`src/rtl/adv7513_cfg_sequencer.sv`:
```
// ADV7513 configuration sequencer: power-up wait, common init table, then mode registers through the I2C master.
// Optional feature: define ADV_HPD_REINIT_EN to rerun the full table on a synchronised hpd rising edge.
module adv7513_cfg_sequencer #(
  parameter int         POWERUP_DELAY = 200000,
  parameter int         MAX_RETRY     = 3,
  parameter logic [7:0] DEV_ADDR      = 8'h72
) (
  input  logic       clock,
  input  logic       reset,
  input  logic [3:0] mode_code,
  input  logic       mode_valid,
  input  logic       hpd,
  output logic       i2c_req,
  output logic [7:0] i2c_dev,
  output logic [7:0] i2c_addr,
  output logic [7:0] i2c_data,
  input  logic       i2c_ack,
  input  logic       i2c_err,
  output logic       busy,
  output logic       cfg_done,
  output logic       cfg_error
);
  localparam int CW = (POWERUP_DELAY > 1) ? $clog2(POWERUP_DELAY) : 1;
  localparam int RW = (MAX_RETRY > 0) ? $clog2(MAX_RETRY + 1) : 1;
  localparam logic [CW-1:0] PD_LAST   = CW'(POWERUP_DELAY - 1);
  localparam logic [RW-1:0] RETRY_MAX = RW'(MAX_RETRY);

  typedef enum logic [2:0] {S_PWRUP, S_IDLE, S_REQ, S_WAIT, S_NEXT, S_FAIL} state_t;

  state_t        r_state;
  logic [CW-1:0] r_cnt;
  logic [2:0]    r_idx;
  logic [RW-1:0] r_retry;
  logic [3:0]    r_cur_mode;
  logic [3:0]    r_snap;
  logic          r_mode_pending;
  logic          r_reinit_pending;
  logic          r_req;
  logic [7:0]    r_addr;
  logic [7:0]    r_data;
  logic          r_busy;
  logic          r_done;
  logic          r_error;
  logic          w_mode_ok;
  logic          w_hpd_rise;

  // Indices 0-5 are the common table, 6-7 the mode registers.
  function automatic logic [15:0] f_entry(input logic [2:0] idx, input logic [3:0] mode);
    logic [7:0] vic;
    case (mode[1:0])
      2'd0:    vic = 8'h10;
      2'd1:    vic = 8'h00;
      2'd2:    vic = 8'h03;
      default: vic = 8'h01;
    endcase
    case (idx)
      3'd0:    f_entry = 16'h4110;
      3'd1:    f_entry = 16'h9803;
      3'd2:    f_entry = 16'h9AE0;
      3'd3:    f_entry = 16'h9C30;
      3'd4:    f_entry = 16'h9D61;
      3'd5:    f_entry = 16'hA2A4;
      3'd6:    f_entry = {8'h3C, vic};
      default: f_entry = {8'h3B, (mode[3] ? 8'hC8 : 8'h80)};
    endcase
  endfunction

  assign w_mode_ok = mode_valid & ~mode_code[2];

`ifdef ADV_HPD_REINIT_EN
  logic r_hpd_s1, r_hpd_s2, r_hpd_d;
  always_ff @(posedge clock) begin
    if (reset) begin
      r_hpd_s1 <= 1'b0;
      r_hpd_s2 <= 1'b0;
      r_hpd_d  <= 1'b0;
    end else begin
      r_hpd_s1 <= hpd;
      r_hpd_s2 <= r_hpd_s1;
      r_hpd_d  <= r_hpd_s2;
    end
  end
  assign w_hpd_rise = r_hpd_s2 & ~r_hpd_d;
`else
  logic w_unused_hpd;
  assign w_unused_hpd = hpd;
  assign w_hpd_rise   = 1'b0;
`endif

  always_ff @(posedge clock) begin
    if (reset) begin
      r_state          <= S_PWRUP;
      r_cnt            <= '0;
      r_idx            <= 3'd0;
      r_retry          <= '0;
      r_cur_mode       <= 4'd0;
      r_snap           <= 4'd0;
      r_mode_pending   <= 1'b0;
      r_reinit_pending <= 1'b0;
      r_req            <= 1'b0;
      r_addr           <= 8'h00;
      r_data           <= 8'h00;
      r_busy           <= 1'b1;
      r_done           <= 1'b0;
      r_error          <= 1'b0;
    end else begin
      r_done <= 1'b0;
      case (r_state)
        S_PWRUP: begin
          if (r_cnt == PD_LAST) begin
            r_idx   <= 3'd0;
            r_state <= S_REQ;
          end else begin
            r_cnt <= r_cnt + CW'(1);
          end
        end
        S_IDLE: begin
          if (r_reinit_pending || r_mode_pending) begin
            r_snap           <= r_cur_mode;
            r_idx            <= r_reinit_pending ? 3'd0 : 3'd6;
            r_reinit_pending <= 1'b0;
            r_mode_pending   <= 1'b0;
            r_busy           <= 1'b1;
            r_state          <= S_REQ;
          end
        end
        S_REQ: begin
          {r_addr, r_data} <= f_entry(r_idx, r_snap);
          r_req            <= 1'b1;
          r_state          <= S_WAIT;
        end
        S_WAIT: begin
          // An error outranks a simultaneous ack.
          if (i2c_err) begin
            r_req <= 1'b0;
            if (r_retry < RETRY_MAX) begin
              r_retry <= r_retry + RW'(1);
              r_state <= S_REQ;
            end else begin
              r_error <= 1'b1;
              r_busy  <= 1'b0;
              r_state <= S_FAIL;
            end
          end else if (i2c_ack) begin
            r_req   <= 1'b0;
            r_state <= S_NEXT;
          end
        end
        S_NEXT: begin
          r_retry <= '0;
          if (r_idx == 3'd7) begin
            r_done  <= 1'b1;
            r_busy  <= 1'b0;
            r_state <= S_IDLE;
          end else begin
            r_idx   <= r_idx + 3'd1;
            r_state <= S_REQ;
          end
        end
        default: begin
          r_req  <= 1'b0;
          r_busy <= 1'b0;
        end
      endcase
      // New requests are latched after the IDLE clear so they are never lost.
      if (w_mode_ok) begin
        r_cur_mode     <= mode_code;
        r_mode_pending <= 1'b1;
      end
      if (w_hpd_rise && (r_state != S_PWRUP) && (r_state != S_FAIL))
        r_reinit_pending <= 1'b1;
    end
  end

  assign i2c_req   = r_req;
  assign i2c_dev   = DEV_ADDR;
  assign i2c_addr  = r_addr;
  assign i2c_data  = r_data;
  assign busy      = r_busy;
  assign cfg_done  = r_done;
  assign cfg_error = r_error;
endmodule

```
`config.mk`:
```
export PLATFORM = sky130hd
export DESIGN_NAME = adv7513_cfg_sequencer
export DESIGN_NICKNAME = d
export VERILOG_FILES = /design/src/rtl/adv7513_cfg_sequencer.sv
export SDC_FILE = /design/constraint.sdc
export NUM_CORES = 1
export LEC_CHECK = 0
export BUFFER_PORTS_ARGS = -buffer_cell sky130_fd_sc_hd__buf_2
export CORE_UTILIZATION = 40
export CTS_CLUSTER_DIAMETER = 50
export DETAILED_ROUTE_END_ITERATION = 16
export PLACE_DENSITY_LB_ADDON = 0.1
export SYNTH_ARGS = -nofsm -noshare
export SYNTH_HDL_FRONTEND = slang
export SYNTH_SLANG_ARGS = --single-unit
```
`constraint.sdc`:
```
create_clock -name clock -period 3.8 [get_ports clock]
set_input_delay 0.76 -clock clock [delete_from_list [all_inputs] [get_ports clock]]
set_output_delay 0.76 -clock clock [all_outputs]
set_load 0.02 [all_outputs]
```
==> impl_metrics.toml, run 1 <==
[outcome]
status = "completed"

[sta]
setup_viol = 0
rsz0062_at_grt = "no"
period_minus_slack_ps = 2200
skew_ps = 6.08
slew_headroom_pct = 35.5
fmax_ghz = 0.454
worst_slew_pin_slew_ps = 967
finalHoldViolCount = 0
setup_tns_ps = 0
fin_crit_sh_pct = 58.0
slew_viol_final = 0

[final_layout]
drive_gt1_share_pct = 13.9
nNetsFinal = 342
antenna_cells = 0
area_growth_pct = 6.77
final_cell_area_um2 = 2800
final_util_pct = 44.2

[cts]
tritoncts = "yes"
post_cts_resized = 0
numCtsBuffers = 5
ctsHtreeMaxLevel = 2
cts-root-buf = "clkbuf_8"
clk_pin_slew_ps = 90
clkLatencyLatePin_ps = 300
clock-sinks = 51
clock_path_buffers = 2
cts_hold_buf = 0
postCtsSetupRepairBufs = 0

[power_and_ir_drop]
switching_share_pct = 26.7
p_switching_uw = 262
p_seq_share_pct = 58.7
pwr_density_cell_nw_per_um2 = 350
pwr-share-clk_pct = 30.8
leakagePower_nw = 1.09
ir_worst_vdd_mv = 0.210
p_comb_share_pct = 10.5
p_int_uw = 719

[synth]
synthMuxAreaShare_pct = 3.14
yosys_warnings = 0
ys_types = 53
synth_simple_gate_area_share_pct = 26.8
synth_edf_count = 0
synth_xor_area_share_pct = 3.33
synthAdderAreaFrac_pct = 4.29
syn_inst = 310
synth_compound_area_share_pct = 16.1
synth.avg_cell_area_um2 = 8.47
ys_ff_latch = 51
syn_area_um2 = 2630
synth_top_family_by_area = "simple AND/OR/NAND/NOR gates"
synth-seq-area-share_pct = 38.9
ys.flop_type = "dfxtp_1"
async_flop_share_pct = 0

[place]
place.gp.congestion = 0.714
hpwl_um = 3660
postPlaceCellArea_um2 = 2720
io_buffer_count = 28

[global_route]
grt_overflow = 0
track_usage_pct = 16.2
antenna_found_initial = 0
grt_start_max_net_pins = 53
grt_pass1_vias = 1923
grt_pass1_wl_um = 9190

[run]
drv_cap = 0

[floorplan]
dieArea_um2 = 6890
initial_core_util_pct = 41.4
die_y_um = 83.0
fp.dieW_um = 83.0
io_pins = 38
num_rows = 29
coreArea_um2 = 6350

[hold_path]
hold_path_class = "reg2reg"

[worst_setup_path]
crit_family = "simple AND/OR/NAND/NOR gates"
crit_path_frequent_cell = "nor2b_1"
crit_arrival_ps = 2430
slowest_stage = "nor2b_1"
worst-path-buf-inv = 0
startpoint_type = "register"
path_cells = "nor2b_1 > nor2b_1 > o21ai_0 > a21oi_1"
max_stage_delay_ps = 790
critPathCaptureType = "register"
critPathMaxFanout = 14
path_class = "reg2reg"
crit_required_ps = 4030

[routing]
avgRoutedWirePerCell_um = 13.4
post-route-drc-count = 0
initialDrtViolationCount = 98
postRouteWirelength_um = 5350
via_count = 2059
postRouteAntennaNets = 0
vias_per_cell = 5.13
drtPass1Iterations = 4
[layout by cell type (no fill, tap or decap), types with 6 or more instances in the layout]
| cell type | Yosys | routed |
|---|---|---|
| a21oi_1 | 22 | 22 |
| dfxtp_1 | 51 | 51 |
| conb_1 | 2 | 8 |
| nand2_1 | 26 | 26 |
| ha_1 | 9 | 9 |
| mux2i_1 | 6 | 6 |
| nand3_1 | 8 | 8 |
| xor2_1 | 9 | 9 |
| nor3b_1 | 6 | 6 |
| nor3_1 | 14 | 14 |
| inv_1 | 7 | 7 |
| o21ai_0 | 12 | 12 |
| nor2_1 | 43 | 43 |
| nor2b_1 | 7 | 7 |
| buf_2 | 4 | 28 |
[worst reg2reg max path, delay by kind of cell, from the launching register on]
kind            cells  cell delay, ps
simple gates        2            1090
flops               1             580
compound gates      2             470
[cell usage after synthesis (3+ instances only)]
master,number,area (um2)
nor3_1,14,70.1
o31ai_1,3,22.5
nor2b_1,7,43.8
ha_1,9,113
nand2b_1,4,25.0
buf_2,4,20.0
nor2_1,43,161
a211oi_1,3,22.5
a31oi_1,4,25.0
nor3b_1,6,45.0
nand3_1,8,40.0
a21oi_1,22,110
inv_1,7,26.3
xor2_1,9,78.8
o21ai_0,12,60.1
dfxtp_1,51,1020
mux2i_1,6,60.1
nand2_1,26,97.6
or4_1,3,22.5
clkbuf_1,12,45.0
and2_1,3,18.8
and3_1,3,18.8
buf_4,10,75.1
[path summary, 6_finish.rpt]
| path | startpoint | to | slack, ps | cells after the start |
|---|---|---|---|---|
| hold reg to reg | i2c_data[0] | i2c_data[0] | 450 | 2 |
| setup / recovery | r_state[1] | i2c_data[0] | 1600 | 4 |
| setup reg to reg | r_state[1] | i2c_data[0] | 1600 | 4 |
| hold / removal | i2c_data[0] | i2c_data[0] | 450 | 2 |
[per-layer routing]
layer	GRT usage [%]	up-vias	share of wire [%]	wire, um
met5	0	-	0	0
li1	-	1094	-	-
met1	22.2	924	54	2880
met3	3.78	6	3.6	194
met4	4.70	0	1.3	68
met2	25.6	35	41	2220
[metrics by stage]
| stage | worst slack [ps] | total power [mW] | hold WS (ps) | cells |
|---|---|---|---|---|
| floorplan | 2090 | 0.672 | 448 | 316 |
| global placement | 1610 | 0.689 | 439 | 393 |
| detailed placement | 1640 | 0.691 | 445 | 393 |
| CTS | 1590 | 1.00 | 459 | 401 |
| global route | 1420 | 1.04 | 474 | 401 |
| finish | 1600 | 0.980 | 454 | 401 |
[cell type report]
| type | count | area [um2] |
|---|---|---|
| fill | 665 | 3550 |
| timing repair buffer | 28 | 140 |
| clock inverter | 1 | 5.00 |
| multi-input combinational | 230 | 1440 |
| inverter | 7 | 26.3 |
| tap | 77 | 96.3 |
| sequential | 51 | 1020 |
| clock buffer | 7 | 76.3 |
[registers in the layout (all words and copies together) (netlist names), 2 cells and up]
register	flops
r_idx	3
r_cnt	18
i2c_addr	7
r_state	3
i2c_data	7
r_cur_mode	3
r_retry	2
r_snap	3
[power by group through the flow]
stage	Combinational [mW]	Sequential, mW	Clock, mW
after floorplan	0.0866	0.585	0
after global placement	0.102	0.587	0
after detailed placement	0.103	0.588	0
after CTS	0.103	0.576	0.321
after global routing	0.119	0.580	0.337
final	0.103	0.576	0.302
[kinds of logic after synthesis]
family          count (synthesis)
buf+inv                        35
compound gates                 64
fa+ha+maj                       9
other cells                     2
simple gates                  131
xor+xnor                       10
flops                          51
mux                             8
Power figures use the tool's default switching activity.
==> run 2: changes to the inputs <==
==> constraint.sdc (replaced) <==
create_clock -name clock -period 1.89 [get_ports clock]
set_input_delay 0.378 -clock clock [delete_from_list [all_inputs] [get_ports clock]]
set_output_delay 0.378 -clock clock [all_outputs]
set_load 0.02 [all_outputs]
==> impl_metrics.toml, run 2 (synthesis results as in run 1) <==
[worst_setup_path]
crit_arrival_ps = 1930
startpoint_type = "register"
crit_path_frequent_cell = "buf_4"
path_cells = "buf_4 > nor4b_1 > buf_4 > and2_1 > nand4_1 > xor2_1 > nor2_1"
max_stage_delay_ps = 330
crit_required_ps = 2080
critPathCaptureType = "register"
slowest_stage = "dfxtp_1"
path_class = "reg2reg"
critPathMaxFanout = 12
r2r_slack_ps = 150

[final_layout]
layout_common_cells = "dfxtp_1, nor2_1, buf_2, nand2_1, buf_4"
final_common_cell = "dfxtp_1"
regMostFlops = "r_cnt"
area_growth_pct = 14.9
antenna_cells = 0
nNetsFinal = 366
final_cells = 425
drive_gt1_share_pct = 20.1
largest_reg_flops = 18

[routing]
vias_per_cell = 5.10
drtPass1Iterations = 4
postRouteAntennaNets = 0
avgRoutedWirePerCell_um = 12.8
postRouteWirelength_um = 5430
via_count = 2169
initialDrtViolationCount = 77
post-route-drc-count = 0

[cts]
ctsHtreeMaxLevel = 2
cts-root-buf = "clkbuf_8"
numCtsBuffers = 5
tritoncts = "yes"
clkLatencyLatePin_ps = 300
clock_path_buffers = 2
clk_pin_slew_ps = 90
clock-sinks = 51
cts_hold_buf = 0

[place]
pre_cts_ws_ps = 131
dp.cells = 416
io_buffer_count = 28
place.gp.congestion = 0.774
hpwl_um = 3940

[sta]
rsz0062_at_grt = "no"
slew_headroom_pct = 61.2
period_minus_slack_ps = 1740
setup_viol = 0
skew_ps = 5.28
hold_slack_ps = 311
slew_viol_final = 0
setup_slack_ps = 154
fmax_ghz = 0.576
finalHoldViolCount = 0
worst_slew_pin_slew_ps = 576
fin_crit_sh_pct = 91.8
setup_tns_ps = 0

[hold_path]
hold_path_class = "in2reg"

[run]
drv_cap = 0

[global_route]
grt_start_max_net_pins = 25
grt_overflow = 0
grt_pass1_vias = 1983
grt_pass1_wl_um = 9160
antenna_found_initial = 0
track_usage_pct = 16.2

[floorplan]
initial_core_util_pct = 41.4
num_rows = 29
fp.dieW_um = 83.0
io_pins = 38
coreArea_um2 = 6350
dieArea_um2 = 6890
die_y_um = 83.0

[power_and_ir_drop]
ir_worst_vdd_mv = 0.399
leakagePower_nw = 1.23
power_mw = 2.10
pwr_density_cell_nw_per_um2 = 697

[outcome]
status = "completed"
==> run 2: cell count changes in the layout (fill, tap and decap cells not counted), sizes merged <==
cell	change
buf	+24
clkbuf	+1
clkinv	-1
==> run 2: worst max-delay path: cells and delay by family (launching register included) <==
kind | cells | cell delay (ps)
AND/OR/NAND/NOR | 4 | 800
flip-flops | 1 | 330
buffers and inverters | 2 | 350
XOR/XNOR | 1 | 150
==> run 2: area by class of cell <==
class | instances | area (um2)
repair buffers | 52 | 333
multi-input cells | 230 | 1440
inverters | 7 | 26.3
well taps | 77 | 96.3
flip-flops and latches | 51 | 1020
clock buffers | 8 | 100
fillers | 646 | 3330
==> run 2: worst paths after layout <==
path	end	depth (start not counted)	startpoint
setup / recovery	r_cnt[16]	7	r_state[1]
hold / removal	r_cur_mode[0]	3	mode_code[0]
setup reg to reg	r_cnt[16]	7	r_state[1]
hold reg to reg	i2c_data[3]	2	i2c_data[3]
==> run 2: power breakdown <==
part / internal, mW / switching (mW) / total, mW
combinational: 0.119 / 0.164 / 0.283
clock: 0.335 / 0.354 / 0.689
sequential: 1.11 / 0.0230 / 1.13
total: 1.56 / 0.541 / 2.10
==> run 2: metal layers <==
layer  share of wire, %  up-vias  GRT usage [%]
met5                  0        -              0
met4                1.2        0           5.64
met2                 42       31           25.5
met3                2.4        5           2.58
met1                 54      984           22.4
li1                   -     1149              -
==> run 2: per-stage QoR <==
step                cell area (um2)  util, %
floorplan                      2650        -
finish                         3020     47.5
global route                   3020     47.5
global placement               2910     45.8
detailed placement             2910     45.8
CTS                            3010     47.4
==> run 2: what timing repair did <==
item | 4_1_cts | 5_1_grt
resized for setup | 0 | 2
setup buffers | 0 | 1
setup endpoints to repair | 0 | 3
==> run 3: changes to the inputs <==
--- a/config.mk
+++ b/config.mk
@@ -7,6 +7,7 @@
 export LEC_CHECK = 0
 export BUFFER_PORTS_ARGS = -buffer_cell sky130_fd_sc_hd__buf_2
 export CORE_UTILIZATION = 40
+export CTS_BUF_LIST = sky130_fd_sc_hd__clkbuf_4 sky130_fd_sc_hd__clkbuf_8
 export CTS_CLUSTER_DIAMETER = 50
 export DETAILED_ROUTE_END_ITERATION = 16
 export PLACE_DENSITY_LB_ADDON = 0.1
==> impl_metrics.toml, run 3 (synthesis results as in run 1) <==
[outcome]
status = "completed"

[floorplan]
num_rows = 29
fp.dieW_um = 83.0
coreArea_um2 = 6350
io_pins = 38
dieArea_um2 = 6890
die_y_um = 83.0
initial_core_util_pct = 41.4

[cts]
cts_hold_buf = 0
numCtsBuffers = 5
cts-root-buf = "clkbuf_8"
clock-sinks = 51
clock_path_buffers = 2
tritoncts = "yes"
clkLatencyLatePin_ps = 300
clk_pin_slew_ps = 90
ctsHtreeMaxLevel = 2

[sta]
hold_slack_ps = 311
skew_ps = 5.28
period_minus_slack_ps = 1740
fmax_ghz = 0.576
fin_crit_sh_pct = 91.8
finalHoldViolCount = 0
setup_viol = 0
rsz0062_at_grt = "no"
slew_viol_final = 0
slew_headroom_pct = 61.2
setup_tns_ps = 0
worst_slew_pin_slew_ps = 576

[global_route]
track_usage_pct = 16.2
grt_pass1_wl_um = 9160
grt_start_max_net_pins = 25
grt_pass1_vias = 1983
antenna_found_initial = 0
grt_overflow = 0

[final_layout]
final_common_cell = "dfxtp_1"
layout_common_cells = "dfxtp_1, nor2_1, buf_2, nand2_1, buf_4"
antenna_cells = 0
multi_input_area_um2 = 1440
final-seq-area_um2 = 1020
largest_reg_flops = 18
final_cells = 425
fillCellCount = 645
regMostFlops = "r_cnt"
drive_gt1_share_pct = 20.4
area_growth_pct = 15.0
nNetsFinal = 366

[worst_setup_path]
max_stage_delay_ps = 330
crit_path_frequent_cell = "buf_4"
critPathLaunch = "r_state[1]"
startpoint_type = "register"
critPathCaptureType = "register"
path_class = "reg2reg"
slowest_stage = "dfxtp_1"
path_cells = "buf_4 > nor4b_1 > buf_4 > and2_1 > nand4_1 > xor2_1 > nor2_1"
crit_required_ps = 2080
critPathMaxFanout = 12
crit_arrival_ps = 1930
crit-reg2reg-launch = "r_state[1]"

[hold_path]
hold_path_class = "in2reg"
hp-start = "mode_code[0]"

[routing]
post-route-drc-count = 0
avgRoutedWirePerCell_um = 12.8
vias_per_cell = 5.10
postRouteAntennaNets = 0
initialDrtViolationCount = 77
postRouteWirelength_um = 5430
drtPass1Iterations = 4
via_count = 2169

[place]
hpwl_um = 3940
dp.cells = 416
place.gp.congestion = 0.774
io_buffer_count = 28

[power_and_ir_drop]
leakagePower_nw = 1.23
ir_worst_vdd_mv = 0.413
pwr_density_cell_nw_per_um2 = 701

[run]
drv_cap = 0
-- run 3: cell types whose count changed in the layout (fill, tap and decap cells not counted) --
cell | previous run | this run
clkbuf_1 | 1 | 0
clkbuf_4 | 0 | 1
-- run 3: layout make-up --
type,count,share of cell area (%)
sequential,51,33.8
multi-input combinational,230,47.7
tap,77,3.19
inverter,7,0.870
clock buffer,8,3.44
timing repair buffer,52,11.0
-- run 3: stage by stage --
| step | power [mW] | instance area, um2 | setup slack, ps | util, % |
|---|---|---|---|---|
| floorplan | 1.35 | 2650 | 177 | - |
| global placement | 1.43 | 2910 | 157 | 45.8 |
| detailed placement | 1.44 | 2910 | 131 | 45.8 |
| CTS | 2.16 | 3010 | 126 | 47.4 |
| global route | 2.22 | 3020 | 9.29 | 47.6 |
| finish | 2.12 | 3020 | 154 | 47.6 |
-- run 3: repair_timing --
item                       4_1_cts  5_1_grt
buffers inserted                 0        1
hold endpoints to repair         0        0
resized for setup                0        2
setup endpoints to repair        0        3
-- run 3: routing by layer --
metal	global-route usage, %	share of wire, %	up-vias
li1	-	-	1149
met1	22.4	54	984
met2	25.5	42	31
met3	2.58	2.4	5
met4	5.64	1.2	0
met5	0	0	-
-- run 3: path summary, 6_finish.rpt --
check	to	slack, ps	cells after the start
min reg2reg	i2c_data[3]	450	2
min	r_cur_mode[0]	310	3
max reg2reg	r_cnt[16]	150	7
max	r_cnt[16]	150	7
-- run 3: worst max-delay path: cells and delay by family, from the launching register on --
| kind | cells | cell delay [ps] |
|---|---|---|
| DFF | 1 | 330 |
| xor gates and xnor gates | 1 | 150 |
| buffers and inverters | 2 | 350 |
| and+or+nand+nor | 4 | 800 |
-- run 3: power breakdown --
part           leakage [nW]  internal [mW]  total, mW  switching (mW)
logic                 0.764          0.119      0.283           0.164
clock network        0.0549          0.349      0.703           0.354
registers             0.412           1.11       1.13          0.0230
